**config.mk**
```make
export PLATFORM = sky130hd
export DESIGN_NAME = ysyx_23060236_rd_arbiter
export DESIGN_NICKNAME = d
export VERILOG_FILES = /design/src/rtl/ysyx_23060236_rd_arbiter_pkg.sv /design/src/rtl/ysyx_23060236_rd_watchdog.sv /design/src/rtl/ysyx_23060236_rd_arbiter.sv
export SDC_FILE = /design/constraint.sdc
export NUM_CORES = 1
export LEC_CHECK = 0
export BUFFER_PORTS_ARGS = -buffer_cell sky130_fd_sc_hd__buf_2
export CAP_MARGIN = 20
export CORE_AREA = 2 2 97 99
export DETAILED_ROUTE_END_ITERATION = 7
export DIE_AREA = 0 0 99 101
export GPL_ROUTABILITY_DRIVEN = 0
export HOLD_SLACK_MARGIN = 0.15
export PLACE_DENSITY_LB_ADDON = 0.2
export SLEW_MARGIN = 20
export SYNTH_ARGS = -nofsm -noshare
export SYNTH_HDL_FRONTEND = slang
export SYNTH_HIERARCHICAL = 1
export SYNTH_SLANG_ARGS = --single-unit
```
**constraint.sdc**
```tcl
create_clock -name clock -period 3.1 [get_ports clock]
set_input_delay 0 -clock clock [delete_from_list [all_inputs] [get_ports clock]]
set_output_delay 0 -clock clock [all_outputs]
set_load 0.01 [all_outputs]
```
**src/rtl/ysyx_23060236_rd_arbiter_pkg.sv**
```systemverilog
// Shared definitions for the read-channel arbiter.
//   - rd_state_e : arbiter FSM encodings (RD_IDLE, RD_AR, RD_R, RD_DRAIN)
//   - AXI response / burst constants
//   - default transaction IDs and the grant encoding used for last_grant
package ysyx_23060236_rd_arbiter_pkg;

    typedef enum logic [1:0] {
        RD_IDLE  = 2'd0,
        RD_AR    = 2'd1,
        RD_R     = 2'd2,
        RD_DRAIN = 2'd3
    } rd_state_e;

    localparam logic [1:0] RESP_OKAY   = 2'b00;
    localparam logic [1:0] RESP_SLVERR = 2'b10;
    localparam logic [1:0] BURST_INCR  = 2'b01;
    localparam logic [2:0] SIZE_WORD   = 3'b010;

    localparam logic [3:0] DEFAULT_ID_IFU = 4'd0;
    localparam logic [3:0] DEFAULT_ID_LSU = 4'd1;

    // Encoding of the requester that owns (or last owned) the master port.
    localparam logic GRANT_IFU = 1'b0;
    localparam logic GRANT_LSU = 1'b1;

endpackage

```
**src/rtl/ysyx_23060236_rd_watchdog.sv**
```systemverilog
// Idle-cycle watchdog for the read arbiter.
// Ports:
//   clock  : rising-edge clock
//   reset  : synchronous, active-low reset
//   clear  : restart the count from zero (has priority over enable)
//   enable : count one cycle; the count saturates at TIMEOUT
//   fire   : high while enabled and the count has reached TIMEOUT
module ysyx_23060236_rd_watchdog #(
    parameter logic [9:0] TIMEOUT = 10'd1023
) (
    input  logic clock,
    input  logic reset,
    input  logic clear,
    input  logic enable,
    output logic fire
);

    logic [9:0] count;

    assign fire = enable && (count == TIMEOUT);

    // Saturating so fire stays asserted until the owner clears it, e.g.
    // while a requester is slow to accept the synthetic error beat.
    always_ff @(posedge clock) begin
        if (!reset) begin
            count <= 10'd0;
        end else if (clear) begin
            count <= 10'd0;
        end else if (enable && (count != TIMEOUT)) begin
            count <= count + 10'd1;
        end
    end

endmodule

```
**src/rtl/ysyx_23060236_rd_arbiter.sv**
```systemverilog
// Read-channel arbiter: shares one AXI4 read master between the IFU (icache
// refill bursts) and the LSU (single-beat loads). Round-robin grant held for
// the whole transaction; a watchdog completes stalled reads with SLVERR.
// Ports:
//   clock, reset          : clock, synchronous active-low reset
//   ifu_ar* / ifu_r*      : IFU read address / data channels
//   lsu_ar* / lsu_r*      : LSU read address / data channels
//   mst_ar* / mst_r*      : shared master read address / data channels
//   debug_state           : current FSM state (rd_state_e encoding)
//   debug_beat_cnt        : beats accepted in the current/last transaction
// Handshake rule on every channel: a transfer happens on a rising edge where
// valid and ready are both high; valid, once raised, holds its payload
// stable until that edge, and ready may depend combinationally on valid.
module ysyx_23060236_rd_arbiter
    import ysyx_23060236_rd_arbiter_pkg::*;
#(
    parameter logic [9:0] TIMEOUT = 10'd1023,
    parameter logic [3:0] ID_IFU  = DEFAULT_ID_IFU,
    parameter logic [3:0] ID_LSU  = DEFAULT_ID_LSU
) (
    input  logic        clock,
    input  logic        reset,
    input  logic        ifu_arvalid,
    output logic        ifu_arready,
    input  logic [31:0] ifu_araddr,
    input  logic [3:0]  ifu_arlen,
    input  logic [1:0]  ifu_arburst,
    output logic        ifu_rvalid,
    input  logic        ifu_rready,
    output logic [31:0] ifu_rdata,
    output logic [1:0]  ifu_rresp,
    output logic        ifu_rlast,
    input  logic        lsu_arvalid,
    output logic        lsu_arready,
    input  logic [31:0] lsu_araddr,
    input  logic [2:0]  lsu_arsize,
    output logic        lsu_rvalid,
    input  logic        lsu_rready,
    output logic [31:0] lsu_rdata,
    output logic [1:0]  lsu_rresp,
    output logic        mst_arvalid,
    input  logic        mst_arready,
    output logic [31:0] mst_araddr,
    output logic [3:0]  mst_arid,
    output logic [7:0]  mst_arlen,
    output logic [2:0]  mst_arsize,
    output logic [1:0]  mst_arburst,
    input  logic        mst_rvalid,
    output logic        mst_rready,
    input  logic [31:0] mst_rdata,
    input  logic [1:0]  mst_rresp,
    input  logic        mst_rlast,
    input  logic [3:0]  mst_rid,
    output logic [1:0]  debug_state,
    output logic [7:0]  debug_beat_cnt
);

    rd_state_e   state, state_next;
    logic        last_grant;
    logic        grant_lsu;
    logic [31:0] lat_addr;
    logic [7:0]  lat_len;
    logic [2:0]  lat_size;
    logic [1:0]  lat_burst;
    logic [3:0]  lat_id;
    logic [7:0]  beat_cnt;

    logic pick_lsu;
    logic take_ar;
    logic beat_ok;
    logic txn_done;
    logic wd_clear;
    logic wd_enable;
    logic wd_fire;

    // On a tie the requester that did not own the last transaction wins.
    assign pick_lsu = lsu_arvalid && (!ifu_arvalid || (last_grant == GRANT_IFU));

    assign mst_araddr     = lat_addr;
    assign mst_arid       = lat_id;
    assign mst_arlen      = lat_len;
    assign mst_arsize     = lat_size;
    assign mst_arburst    = lat_burst;
    assign debug_state    = state;
    assign debug_beat_cnt = beat_cnt;

    ysyx_23060236_rd_watchdog #(
        .TIMEOUT (TIMEOUT)
    ) u_watchdog (
        .clock  (clock),
        .reset  (reset),
        .clear  (wd_clear),
        .enable (wd_enable),
        .fire   (wd_fire)
    );

    always_ff @(posedge clock) begin
        if (!reset) begin
            state <= RD_IDLE;
        end else begin
            state <= state_next;
        end
    end

    always_comb begin
        state_next  = state;
        take_ar     = 1'b0;
        beat_ok     = 1'b0;
        txn_done    = 1'b0;
        wd_clear    = 1'b0;
        wd_enable   = 1'b0;
        ifu_arready = 1'b0;
        lsu_arready = 1'b0;
        ifu_rvalid  = 1'b0;
        ifu_rdata   = 32'd0;
        ifu_rresp   = RESP_OKAY;
        ifu_rlast   = 1'b0;
        lsu_rvalid  = 1'b0;
        lsu_rdata   = 32'd0;
        lsu_rresp   = RESP_OKAY;
        mst_arvalid = 1'b0;
        mst_rready  = 1'b0;

        case (state)
            RD_IDLE: begin
                if (ifu_arvalid || lsu_arvalid) begin
                    take_ar     = 1'b1;
                    ifu_arready = !pick_lsu;
                    lsu_arready = pick_lsu;
                    state_next  = RD_AR;
                end
            end
            RD_AR: begin
                mst_arvalid = 1'b1;
                // Holding the counter at zero here makes R start fresh.
                wd_clear = 1'b1;
                if (mst_arready) begin
                    state_next = RD_R;
                end
            end
            RD_R: begin
                wd_enable = 1'b1;
                if (wd_fire) begin
                    // Synthetic error beat; the master is not drained here.
                    if (grant_lsu) begin
                        lsu_rvalid = 1'b1;
                        lsu_rresp  = RESP_SLVERR;
                        if (lsu_rready) begin
                            state_next = RD_DRAIN;
                            wd_clear   = 1'b1;
                        end
                    end else begin
                        ifu_rvalid = 1'b1;
                        ifu_rresp  = RESP_SLVERR;
                        ifu_rlast  = 1'b1;
                        if (ifu_rready) begin
                            state_next = RD_DRAIN;
                            wd_clear   = 1'b1;
                        end
                    end
                end else begin
                    if (grant_lsu) begin
                        mst_rready = lsu_rready;
                        lsu_rvalid = mst_rvalid;
                        lsu_rdata  = mst_rdata;
                        lsu_rresp  = mst_rresp;
                    end else begin
                        mst_rready = ifu_rready;
                        ifu_rvalid = mst_rvalid;
                        ifu_rdata  = mst_rdata;
                        ifu_rresp  = mst_rresp;
                        ifu_rlast  = mst_rlast;
                    end
                    beat_ok = mst_rvalid && mst_rready;
                    if (beat_ok) begin
                        wd_clear = 1'b1;
                        if (mst_rlast) begin
                            state_next = RD_IDLE;
                            txn_done   = 1'b1;
                        end
                    end
                end
            end
            RD_DRAIN: begin
                wd_enable  = 1'b1;
                mst_rready = 1'b1;
                if (mst_rvalid) begin
                    wd_clear = 1'b1;
                end
                if ((mst_rvalid && mst_rlast) || wd_fire) begin
                    state_next = RD_IDLE;
                    txn_done   = 1'b1;
                end
            end
            default: begin
                state_next = RD_IDLE;
            end
        endcase

        // Outputs are forced quiet while reset is held so a requester that
        // keeps arvalid high through reset never sees a spurious arready.
        if (!reset) begin
            ifu_arready = 1'b0;
            lsu_arready = 1'b0;
            ifu_rvalid  = 1'b0;
            ifu_rdata   = 32'd0;
            ifu_rresp   = RESP_OKAY;
            ifu_rlast   = 1'b0;
            lsu_rvalid  = 1'b0;
            lsu_rdata   = 32'd0;
            lsu_rresp   = RESP_OKAY;
            mst_arvalid = 1'b0;
            mst_rready  = 1'b0;
            take_ar     = 1'b0;
            beat_ok     = 1'b0;
            txn_done    = 1'b0;
        end
    end

    always_ff @(posedge clock) begin
        if (!reset) begin
            last_grant <= GRANT_IFU;
            grant_lsu  <= GRANT_IFU;
            lat_addr   <= 32'd0;
            lat_len    <= 8'd0;
            lat_size   <= 3'd0;
            lat_burst  <= 2'd0;
            lat_id     <= 4'd0;
            beat_cnt   <= 8'd0;
        end else begin
            if (take_ar) begin
                grant_lsu <= pick_lsu;
                beat_cnt  <= 8'd0;
                if (pick_lsu) begin
                    lat_addr  <= lsu_araddr;
                    lat_len   <= 8'd0;
                    lat_size  <= lsu_arsize;
                    lat_burst <= BURST_INCR;
                    lat_id    <= ID_LSU;
                end else begin
                    lat_addr  <= ifu_araddr;
                    lat_len   <= {4'b0, ifu_arlen};
                    lat_size  <= SIZE_WORD;
                    lat_burst <= ifu_arburst;
                    lat_id    <= ID_IFU;
                end
            end
            if (beat_ok) begin
                beat_cnt <= beat_cnt + 8'd1;
            end
            if (txn_done) begin
                last_grant <= grant_lsu;
            end
        end
    end

    // Routing is by grant, not by rid; a mismatching rid means the slave
    // answered a transaction this arbiter never issued.
    always_ff @(posedge clock) begin
        if (reset && beat_ok) begin
            assert (mst_rid == lat_id);
        end
    end

endmodule

```
==> results of run 1 <==
## cells by family (layout without fill, tap and decap cells)
group | after synthesis | in the layout
buffers and inverters | 45 | 352
and+or+nand+nor | 183 | 183
DFF | 63 | 63
AOI/OAI and AO/OA | 87 | 87
muxes | 5 | 5
adders and majority gates | 2 | 2
other | 1 | 8
## worst max path at each step
stage | startpoint | endpoint | slack [ns] | cells after the start
after floorplan | debug_state[1]$_SDFFE_PN0P_ | u_watchdog/count[1]$_SDFFE_PP0P_ | 0.77 | 11
after global placement | u_watchdog/count[0]$_SDFFE_PP0P_ | u_watchdog/count[1]$_SDFFE_PP0P_ | 0.88 | 9
after detailed placement | u_watchdog/count[0]$_SDFFE_PP0P_ | u_watchdog/count[1]$_SDFFE_PP0P_ | 0.82 | 9
after CTS | u_watchdog/count[0]$_SDFFE_PP0P_ | debug_state[0]$_SDFFE_PN0P_ | 0.51 | 9
after global routing | u_watchdog/count[0]$_SDFFE_PP0P_ | debug_state[0]$_SDFFE_PN0P_ | 0.29 | 9
final | u_watchdog/count[0]$_SDFFE_PP0P_ | debug_state[0]$_SDFFE_PN0P_ | 0.48 | 9
## through the flow
| stage | utilization [%] | power [uW] | setup WS [ns] | instance area, um^2 | cells |
|---|---|---|---|---|---|
| after floorplan | - | 1106 | 0.7662 | 3324 | 392 |
| after global placement | 50.45 | 1261 | 0.8757 | 4529 | 714 |
| after detailed placement | 50.45 | 1271 | 0.8245 | 4529 | 714 |
| after CTS | 61.84 | 2168 | 0.5112 | 5552 | 810 |
| after global routing | 61.87 | 2265 | 0.2869 | 5554 | 811 |
| final | 61.87 | 2167 | 0.4756 | 5554 | 811 |
## critical path: stages (launching register included)
cell and delay [ns]:
dfxtp_1 0.39, ha_1 0.24, nand3_1 0.16, nor3_1 0.19
buf_4 0.21, a21oi_1 0.05, dlygate4sd3_1 0.56, nand2_1 0.07
a31oi_1 0.08, dlygate4sd3_1 0.56
## power breakdown
group	switching [uW]	leakage, uW	internal (uW)	total [uW]
clock	314	0.000109	468	781
combinational	226	0.00217	274	500
sequential	31.6	0.000513	854	885
total	571	0.00279	1600	2170
## sequential cells by signal (all words and copies together), names as in the netlist
signal	flops
u_watchdog/count	10
last_grant	1
mst_arburst	2
grant_lsu	1
mst_araddr	32
debug_state	2
debug_beat_cnt	8
mst_arsize	3
mst_arlen	4
## cells in the final DEF, fill, tap and decap left out, drive strengths merged, types with 4 or more instances in the layout
cell	Yosys	final
nor2	57	57
a222oi	32	32
nand2b	4	4
inv	7	7
o21ai	8	8
nor3	7	7
and2	67	67
a22oi	7	7
a21oi	14	14
nor3b	4	4
clkbuf	17	11
dlygate4sd3	0	81
or3	4	4
a31oi	5	5
buf	21	249
and3	6	6
dfxtp	63	63
and4	5	5
nand2	10	10
o211ai	4	4
nand3	9	9
conb	1	7
## cells in the mapped netlist (4+ instances only)
master / count / area, um^2
a21oi_1: 14 / 70.07
a222oi_1: 32 / 320.3
a22oi_1: 7 / 52.55
a31oi_1: 5 / 31.28
and2_1: 67 / 419.2
and3_1: 5 / 31.28
and4_1: 5 / 43.79
buf_2: 9 / 45.04
buf_4: 10 / 75.07
clkbuf_1: 17 / 63.81
dfxtp_1: 63 / 1261
inv_1: 6 / 22.52
nand2_1: 10 / 37.54
nand2b_1: 4 / 25.02
nand3_1: 7 / 35.03
nor2_1: 56 / 210.2
nor3_1: 7 / 35.03
o211ai_1: 4 / 30.03
o21ai_0: 7 / 35.03
or3_1: 4 / 25.02
## per-layer routing
metal | share of wire [%] | vias up
li1 | - | 2016
met1 | 36 | 1923
met2 | 53 | 199
met3 | 8.7 | 20
met4 | 2.3 | 0
met5 | 0 | -
## area by class of cell
cell class                      count  area (um^2)
Fill cell                         763         3423
Multi-Input combinational cell    284         1839
Timing Repair Buffer              330         2074
Clock buffer                       11        141.4
Tap cell                          111        138.9
Clock inverter                      4        70.07
Sequential cell                    63         1261
Inverter                            7        26.28
Antenna cell                        1        2.502
==> results.ini, run 1 <==
[synthesis]
synth-xor-area-share_pct=0
syn_inst=386
async_reset_ff_share_pct=0
ys_seq_area_share_pct=38.20
synth_simple_gate_area_share_pct=31.11
synth-compound-area-share_pct=21.07
syn_area_um2=3302
synth_edf_count=0
synth_fa_ha_area_share_pct=0.7579
ys_seq_elements=63
syn_area_per_cell_um2=8.554
synth_top_family_by_area=simple AND/OR/NAND/NOR gates
synth_cell_types=54
ys.flop_type=dfxtp_1
synth.area.mux_share_pct=1.705
yosysWarnings=6

[layout]
final_layout_size_suffix_gt1_share_pct=39.48
syn_to_final_growth_pct=68.21
final_nets=817

[floorplanning]
rows=35
die_area_um2=9999
start_util_pct=36.78
pin_count=254
core_area_um2=8977
chipWidth_um=99
die_y_um=101

[setup_path]
r2r_cells=9
crit_type=reg -> reg
start_kind=flop
rr_startpoint=u_watchdog/count[0]$_SDFFE_PP0P_
rr_endpoint=debug_state[0]$_SDFFE_PN0P_
r2r_setup_slack_ns=0.48
cp-end-kind=flop
cp.arrival_ns=2.85
cp.required_ns=3.33
path_max_fanout=10

[placed_design]
hpwl_mm=8.703
port_buffers=242

[drt]
vias=4158
first_pass_iters=8
drtIter0Drc=291
wirelength_mm=12.34
postRouteAntennaNets=0
detail_route.vias_per_cell=5.127
wl_per_cell_um=15.22
drc=0

[clock_network]
cts_tree=built
ctsResizeCount=0
cts_max_path_buffers=2
path_clk_slew_ns=0.07
cts_made_buffers=9
cts_root_buf=clkbuf_8
postCtsSetupRepairBufs=0
cts.sinks=63
ctsHoldBuffers=81
clk_latency_ns=0.34
htree_levels=3

[global_route]
grt-ovfl-total=0
grt_max_degree=40
met1_usage_pct=25.59
antenna_found_initial=1
grt_use_total_pct=24.05
grt_use_met2_pct=44.75
grt_pass1_vias=4027
use_met3_pct=6.657
grt.busiest_layer=met2
grt_pass1_wl_mm=19.26

[timing]
whs_ns=0.2659
setup_viol=0
finClkSkew_ns=0.004306
slew_headroom_pct=44.25
rsz0062_at_grt=no
period_share_pct=84.66
setup_tns_ns=0
drv_slew=0
hold_viol_final=0
fin_crit_ns=2.624
tightest_slew_ns=0.8354
max_freq_mhz=381.0

[min_path]
holdCritPathClass=in -> reg
min_delay_path_depth=4
min-delay-start=lsu_arvalid
hold_path_end=debug_beat_cnt[3]$_SDFFE_PN0P_

[run]
maxCapViolCount=0

[pwr]
power.leakage_uw=0.002794
power_density_nw_per_um2=390.1
peakVddDrop_mv=0.2177

[status]
status=complete, no violations

No activity file was read; power rests on OpenSTA's default activity.
==> inputs of run 2 (changes only) <==
Clock period 3.1 ns to 2.45 ns, I/O delays scaled along.
==> results.ini, run 2 (synthesis gave the netlist of run 1 again) <==
[drt]
route.top_layer_used=met5  ; was met4
drc=0  ; unchanged
wl_met1_mm=4.608  ; was 4.487 mm
first_pass_iters=6  ; was 8
detail_route.vias_per_cell=5.180  ; was 5.127
wirelength_mm=12.81  ; was 12.34 mm
route.met3.wl_mm=1.085  ; was 1.074 mm
postRouteAntennaNets=0  ; unchanged
wl_met2_mm=6.833  ; was 6.488 mm
drtIter0Drc=247  ; was 291
wl_per_cell_um=15.72  ; was 15.22 um
vias=4222  ; was 4158

[global_route]
antenna_found_initial=2  ; was 1
grt-ovfl-total=0  ; unchanged
grt_max_degree=43  ; was 40
grt_pass1_wl_mm=19.51  ; was 19.26 mm
grt_use_total_pct=24.58  ; was 24.05%
grt_pass1_vias=3975  ; was 4027

[setup_path]
start_kind=flop  ; unchanged
crit_type=reg -> reg  ; unchanged
path_max_fanout=33  ; was 10
cp.arrival_ns=2.52  ; was 2.85 ns
cp-end-kind=flop  ; unchanged
cp.required_ns=2.66  ; was 3.33 ns

[floorplanning]
chipWidth_um=99  ; unchanged
core_area_um2=8977  ; unchanged
start_util_pct=36.78  ; unchanged
pin_count=254  ; unchanged
rows=35  ; unchanged
die_area_um2=9999  ; unchanged
die_y_um=101  ; unchanged

[timing]
fin_ws_ns=0.1448  ; was 0.4756 ns
period_share_pct=94.09  ; was 84.66%
drv_slew=0  ; unchanged
slew_headroom_pct=57.81  ; was 44.25%
setup_viol=0  ; unchanged
rsz0062_at_grt=no  ; unchanged
finClkSkew_ns=0.008138  ; was 0.004306 ns
setup_tns_ns=0  ; unchanged
tightest_slew_ns=0.6315  ; was 0.8354 ns
max_freq_mhz=433.8  ; was 381.0 MHz
hold_viol_final=0  ; unchanged
fin_crit_ns=2.305  ; was 2.624 ns

[clock_network]
cts_tree=built  ; unchanged
cts.sinks=63  ; unchanged
path_clk_slew_ns=0.08  ; was 0.07 ns
cts_max_path_buffers=2  ; unchanged
postCtsSetupRepairBufs=0  ; unchanged
cts_made_buffers=9  ; unchanged
htree_levels=3  ; unchanged
cts_root_buf=clkbuf_8  ; unchanged
clk_latency_ns=0.34  ; about the same

[pwr]
power_uw=2817  ; was 2167 uW
power.leakage_uw=0.002809  ; was 0.002794 uW
p_sw_uw=778.1  ; was 571.5 uW
p_clk_share_pct=37.1  ; was 36.1%
sw_frac_of_total_pct=27.62  ; was 26.37%
seqPwrFrac_pct=39.9  ; was 40.9%
combinationalPowerShare_pct=23.0  ; was 23.1%
intPower_uw=2039  ; was 1595 uW
power_density_nw_per_um2=502.2  ; was 390.1 nW/um^2
peakVddDrop_mv=0.3670  ; was 0.2177 mV

[min_path]
holdCritPathClass=in -> reg  ; unchanged

[placed_design]
post-place-ws_ns=0.3054  ; was 0.8245 ns
hpwl_mm=8.345  ; was 8.703 mm
port_buffers=242  ; unchanged

[layout]
layout_common_cells=242 x buf_2, 82 x dlygate4sd3_1, 67 x and2_1, 62 x dfxtp_1, 55 x nor2_1  ; was 242 x buf_2, 81 x dlygate4sd3_1, 67 x and2_1, 63 x dfxtp_1, 56 x nor2_1
final_nets=820  ; was 817
final_common_cell=buf_2  ; unchanged
syn_to_final_growth_pct=69.91  ; was 68.21%
largest_reg_flops=32  ; unchanged
final_layout_size_suffix_gt1_share_pct=40.11  ; was 39.48%
fillers=736  ; was 763

[run]
maxCapViolCount=0  ; unchanged

[status]
status=complete, no violations  ; unchanged

-- run 2: changes by cell type in the layout (fill, tap and decap cells not counted), sizes merged --
cell         before  now
dlygate4sd3      81   82
clkinv            2    1
buf             249  251
clkbuf           11   10
clkinvlp          0    2
inv               7    8
-- run 2: final timing paths --
| check | cells past startpoint | slack (ns) | from | to |
|---|---|---|---|---|
| setup / recovery | 7 | 0.14 | debug_state[1]$_SDFFE_PN0P_ | mst_araddr[30]$_SDFFE_PN0P_ |
| hold / removal | 5 | 0.21 | lsu_arvalid | debug_state[0]$_SDFFE_PN0P_ |
| setup reg to reg | 7 | 0.14 | debug_state[1]$_SDFFE_PN0P_ | mst_araddr[30]$_SDFFE_PN0P_ |
| hold reg to reg | 1 | 0.50 | mst_arsize[0]$_SDFFE_PN0P_ | mst_arsize[0]$_SDFFE_PN0P_ |
-- run 2: metal layers --
layer | global-route usage, % | up-vias
met3 | 5.201 | 23
met5 | 0 | -
li1 | - | 2030
met2 | 46.21 | 249
met4 | 11.80 | 2
met1 | 25.97 | 1918
-- run 2: worst max-delay path, stage by stage, from the launching register on --
cell and delay (ns):
dfxtp_1 0.38, buf_4 0.19, nor2_2 0.16, nand3b_1 0.09
buf_4 0.25, a222oi_1 0.45, dlygate4sd3_1 0.61, nor2_1 0.04
-- run 2: what timing repair did --
action,CTS,global route
endpoints found under the setup margin,1,21
pin swaps,0,1
resized for setup,1,3
endpoints found under the hold margin,45,0
hold buffers,82,0
-- run 2: area by class of cell --
class	count	area [um^2]	area share [%]
Timing Repair Buffer	333	2103	37.49
Antenna cell	1	2.502	0.04460
Clock buffer	10	137.6	2.453
Inverter	7	26.28	0.4683
Multi-Input combinational cell	284	1847	32.92
Sequential cell	63	1262	22.50
Clock inverter	6	92.59	1.650
Tap cell	111	138.9	2.475
-- run 2: power by group through the flow --
stage / clock, uW / combinational, uW / sequential (uW)
after floorplan: 0 / 242 / 1160
after global placement: 0 / 458 / 1140
after detailed placement: 0 / 469 / 1140
after CTS: 1070 / 622 / 1120
after global routing: 1110 / 701 / 1130
final: 1050 / 648 / 1120
-- run 2: metrics by stage --
step	std cells	hold WS (ns)	area, um^2	util [%]
3_3_place_gp	716	0.2117	4544	50.62
4_1_cts	814	0.1642	5600	62.38
2_1_floorplan	392	0.1171	3324	-
3_5_place_dp	716	0.2167	4544	50.62
5_1_grt	814	0.2379	5608	62.47
6_report	815	0.2077	5610	62.49
